[src/rtl/pwm_audio_out_if.sv]
// rtl/pwm_audio_out_if.sv - sample handshake between sine lookup and audio output stage
interface pwm_audio_out_if;
  logic [7:0] sample_in;
  logic       sample_valid;
  logic       sample_ready;

  modport master (
    output sample_in,
    output sample_valid,
    input  sample_ready
  );

  modport slave (
    input  sample_in,
    input  sample_valid,
    output sample_ready
  );
endinterface

[src/rtl/pwm_audio_out.sv]
// rtl/pwm_audio_out.sv - double-buffered 8-bit sample to 1-bit PWM / sigma-delta pad driver
// One 255-clock frame per sample; mode and new sample both latch at the frame boundary.
module pwm_audio_out (
  input  logic                   clk,
  input  logic                   rst,
  input  logic                   ena,
  input  logic                   mode,
  pwm_audio_out_if.slave         smp,
  output logic                   frame_start,
  output logic                   underrun,
  output logic                   dac_out
);

  logic [7:0] cnt;
  logic [7:0] hold;
  logic       hold_full;
  logic [7:0] act;
  logic       mode_act;
  logic [7:0] acc;
  logic       urun_pend;

  logic       accept;
  logic       boundary;
  logic [7:0] u;
  logic [8:0] sd_sum;

  assign u                = smp.sample_in ^ 8'h80;
  assign smp.sample_ready = !hold_full;
  assign accept           = smp.sample_valid && !hold_full;
  assign boundary         = ena && (cnt == 8'd254);
  assign frame_start      = ena && (cnt == 8'd0);
  assign underrun         = frame_start && urun_pend;
  assign sd_sum           = {1'b0, acc} + {1'b0, act};

  always_ff @(posedge clk) begin
    if (rst) begin
      cnt       <= 8'd0;
      hold      <= 8'd0;
      hold_full <= 1'b0;
      act       <= 8'h80;
      mode_act  <= 1'b0;
      acc       <= 8'd0;
      urun_pend <= 1'b0;
      dac_out   <= 1'b0;
    end else begin
      if (accept) begin
        hold <= u;
      end
      // A sample arriving on the boundary cycle itself goes straight to act below.
      if (accept && !boundary) begin
        hold_full <= 1'b1;
      end

      if (ena) begin
        if (mode_act) begin
          acc     <= sd_sum[7:0];
          dac_out <= sd_sum[8];
        end else begin
          dac_out <= (cnt < act);
        end

        if (boundary) begin
          cnt      <= 8'd0;
          mode_act <= mode;
          if (mode != mode_act) begin
            acc <= 8'd0;
          end
          if (hold_full) begin
            act       <= hold;
            hold_full <= 1'b0;
            urun_pend <= 1'b0;
          end else if (accept) begin
            act       <= u;
            urun_pend <= 1'b0;
          end else begin
            urun_pend <= 1'b1;
          end
        end else begin
          cnt <= cnt + 8'd1;
          // Underrun is reported once, on the enabled cnt == 0 cycle.
          if (cnt == 8'd0) begin
            urun_pend <= 1'b0;
          end
        end
      end else begin
        dac_out <= 1'b0;
      end
    end
  end

endmodule

[src/flat_wrapper.sv]
// flat-port wrapper written by rule: the top's interface ports become plain ports
module pwm_audio_out_flat 
  (clk, rst, ena, mode, frame_start, underrun, dac_out, smp_sample_in, smp_sample_valid, smp_sample_ready);
  pwm_audio_out_if smp_i ();
  input  logic clk;
  input  logic rst;
  input  logic ena;
  input  logic mode;
  output logic frame_start;
  output logic underrun;
  output logic dac_out;
  input wire logic [$bits(smp_i.sample_in)-1:0] smp_sample_in;
  input wire logic [$bits(smp_i.sample_valid)-1:0] smp_sample_valid;
  output wire logic [$bits(smp_i.sample_ready)-1:0] smp_sample_ready;
  assign smp_i.sample_in = smp_sample_in;
  assign smp_i.sample_valid = smp_sample_valid;
  assign smp_sample_ready = smp_i.sample_ready;
  pwm_audio_out u_core (.clk(clk), .rst(rst), .ena(ena), .mode(mode), .smp(smp_i), .frame_start(frame_start), .underrun(underrun), .dac_out(dac_out));
endmodule
[config.mk]
export PLATFORM = sky130hd
export DESIGN_NAME = pwm_audio_out_flat
export DESIGN_NICKNAME = d
export VERILOG_FILES = /design/src/rtl/pwm_audio_out_if.sv /design/src/rtl/pwm_audio_out.sv /design/src/flat_wrapper.sv
export SDC_FILE = /design/constraint.sdc
export NUM_CORES = 1
export LEC_CHECK = 0
export ABC_AREA = 1
export CORE_ASPECT_RATIO = 0.5
export CORE_MARGIN = 3
export CORE_UTILIZATION = 51
export DETAILED_ROUTE_END_ITERATION = 12
export PLACE_DENSITY = 0.71
export SLEW_MARGIN = 20
export SYNTH_ARGS = -nofsm -noshare
export SYNTH_HDL_FRONTEND = slang
export SYNTH_SLANG_ARGS = --single-unit
[constraint.sdc]
create_clock -name clk -period 1.8 [get_ports clk]
set_clock_uncertainty 0.1 [all_clocks]
set_input_delay 0.36 -clock clk [delete_from_list [all_inputs] [get_ports clk]]
set_output_delay 0.36 -clock clk [all_outputs]
set_load 0.03 [all_outputs]
==> metrics.md <==
| Metric | Value |
|---|---|
| Status | finished, violations left |
| Failing checks | setup timing |
| Final Power | between 1.5 and 2 mW |
| Sequential area share after synthesis | 0.337 |
| Clock Sinks | 36 |
| #FFs+latches synth | 36 |
| Worst path top cell family by delay | simple AND/OR/NAND/NOR gates |
| FMAX | 0.537 GHz |
| Synthesized area | 2140 um^2 |
| Setup crit end | underrun |
| GRT overflow | 0 |
| Cell variety after synth | 31 |
| CP required | about 1.3 ns |
| Cell count after synthesis | 300 |
| Number of flops mapped to enable cells by yosys | 0 |
| YS warnings | 0 |
| Critical path endpoint category | primary output |
| Startpoint types | register |
| Final non-filler cell total | slightly below 400 |
| Total iterations of the first detailed-routing run | 4 |
| GR Util All Layers | 0.221 |
| Worst Setup SP | u_core.cnt[5] |
| Initial Util | 0.575 |
| DRT iter0 DRCs | 105 |
| Post-Place Cells | 383 |
| Wire per inst | 12.7 um |
| Post-Route WL | 5020 um |
| Antenna violation net count after detailed routing | 0 |
| Worst r2r path cells | 7 |
| Crit-path cells | or2_4 > nor3_2 > nand4_1 > nor2_1 > buf_4 |
| Area contributors post-synth | dfxtp_1 (34%), nand2_1 (12%), ha_1 (11%) |
| Slowest cell on the critical path | dfxtp_2 |
| Maxcap violations | 0 |
| DIE AREA | 5050 um^2 |
| Power per Cell Area | 616 nW/um^2 |
| Row cnt | 15 |
| Die height | about 52 um |
| Final Worst Setup Slack | -0.0611 ns |
| Endpoints failing hold | 0 |
| Utilization after layout | 0.712 |
| Ant diodes | 0 |
| Via density per instance | 5.16 |
| Levels on crit path | 5 |
| DRC | 0 |
| Max-slew violations | 0 |
| R2r startpoint | u_core.act[0] |
| DP Area | about 2500 um^2 |
| Largest stage delay, worst path | roughly 0.32 ns |
| Area growth syn-to-layout | 24.0% |
| Cell taking the most area after synthesis | dfxtp_1 |
| Slew @ Worst Pin | around 0.40 ns |
| Die W | about 98 um |
| Fin crit share | 1.03 |
| First-pass GRT wire length | 8870 um |
| CP bufs+invs | 1 |
| Clk_lat worst skew | 0.29 ns |
| Worst slack at placement | -0.199 ns |
| Mapped Nets | 332 |
| RSZ-0062 raised after global routing | yes |
| Setup slack, reg-to-reg | around 0.05 ns |
| Hold Crit Class | register to register |
| # setup viols final | 2 |
| # IOs | 17 |
| VDD IR max | 0.353 mV |
| Number of global-route vias before repair | 2,003 |
| Clock Path Buffers | 2 |
| Top cell type's share of synthesized area | 0.337 |
| Detailed Place HPWL | between 3000 and 4000 um |
| Fraction of layout cells with a size suffix above 1 | 0.166 |
| Clk slew on worst S/H paths | 0.07 ns |
| CTS tree | done |
| CTS Root Cell | clkbuf_8 |
| Final net count | between 300 and 400 |
| Initial antenna violation count | 0 |
| PortBufs | 16 |
| Rel. slew slack | 0.734 |
| Vias | around 2,000 |
| RePlAce Congestion | between 0.8 and 0.9 |
| Core Box Area | between 3000 and 4000 um^2 |
| Terminus of the critical flop-to-flop path | u_core.dac_out |
| Final Cell Area | around 2600 um^2 |
| Most instantiated library cell after synthesis | nand2_1 |
| Worst Setup Path Type | register to primary output |
| Setup TNS | -0.0618 ns |
| WHS | about 0.38 ns |
| CTS Buf Count | 5 |
| Top cells by count, synth | nand2_1 (67), inv_1 (40), dfxtp_1 (36) |
| H-tree depth | 2 |
| Critical Path AT | 1.40 ns |
| Syn Area/Cell | approximately 7 um^2 |
| Critical path peak fanout | 3 |
| Dominant synthesized flop cell | dfxtp_1 |
| Leak Pwr | between 1 and 1.5 nW |
| Synth async-reset ratio | 0 |
| Largest net degree at the start of global routing | 17 |
| Tmin final | around 1.9 ns |
[cell type report]
class                           count  area [um^2]
Timing Repair Buffer               43          374
Fill cell                         314         1070
Sequential cell                    36          724
Inverter                           41          154
Clock buffer                        7         96.3
Multi-Input combinational cell    216         1230
Tap cell                           51         63.8
[state kept, by name (all words and copies together) (netlist names)]
register	count
u_core.act	8
u_core.cnt	8
u_core.mode_act	1
u_core.dac_out	1
u_core.acc	8
u_core.hold_full	1
u_core.hold	8
u_core.urun_pend	1
[timing repair]
action	CTS	global route
hold buffers	0	0
buffers inserted	2	2
setup endpoints to repair	3	5
resized for setup	6	6
pin swaps	4	5
[layout by cell type (no fill, tap or decap), types with 12 or more instances in the layout]
cell type         n
a21oi_1          13
buf_4            28
clkdlybuf4s50_1  12
dfxtp_1          33
ha_1             18
inv_1            38
nand2_1          67
nand3_1          15
nor2_1           35
o21ai_0          26
[worst reg2reg max path: stages, from the launching register on]
cell and delay (ns):
dfxtp_1 0.34, ha_1 0.23, fa_2 0.35, nand3_1 0.08, nand3_1 0.10, and2_1 0.17, o21ai_2 0.18, a21oi_1 0.09
[logic make-up after synthesis]
| kind of cell | share of synthesized area |
|---|---|
| xor gates and xnor gates | 0.0205 |
| DFF | 0.337 |
| buffers and inverters | 0.0908 |
| AOI/OAI and AO/OA | 0.149 |
| adders and majority gates | 0.115 |
| and+or+nand+nor | 0.287 |
[where the power goes]
part | switching (mW) | internal [mW]
clock | 0.281 | 0.341
combinational | 0.0951 | 0.0823
sequential | 0.0151 | 0.817
total | 0.391 | 1.24
[layer usage]
layer / vias to the layer above / track usage / part of all wire / wire [um]
met5: - / 0 / 0 / 0
met4: 0 / 0.0644 / 0.011 / 54
met3: 7 / 0.0402 / 0.040 / 202
met2: 33 / 0.378 / 0.45 / 2280
met1: 930 / 0.291 / 0.49 / 2480
li1: 1064 / - / - / -
[worst min-delay path by stage]
stage	start	end	slack, ns	cells after the start
3_5_place_dp	u_core.hold[1]	u_core.act[1]	0.36	2
4_1_cts	u_core.hold[1]	u_core.act[1]	0.37	2
3_3_place_gp	u_core.hold[4]	u_core.act[4]	0.36	2
5_1_grt	u_core.urun_pend	u_core.urun_pend	0.40	2
2_1_floorplan	rst	u_core.hold[7]	0.34	1
6_report	u_core.urun_pend	u_core.urun_pend	0.38	2
Note: power is estimated with default switching activity, not from simulation.
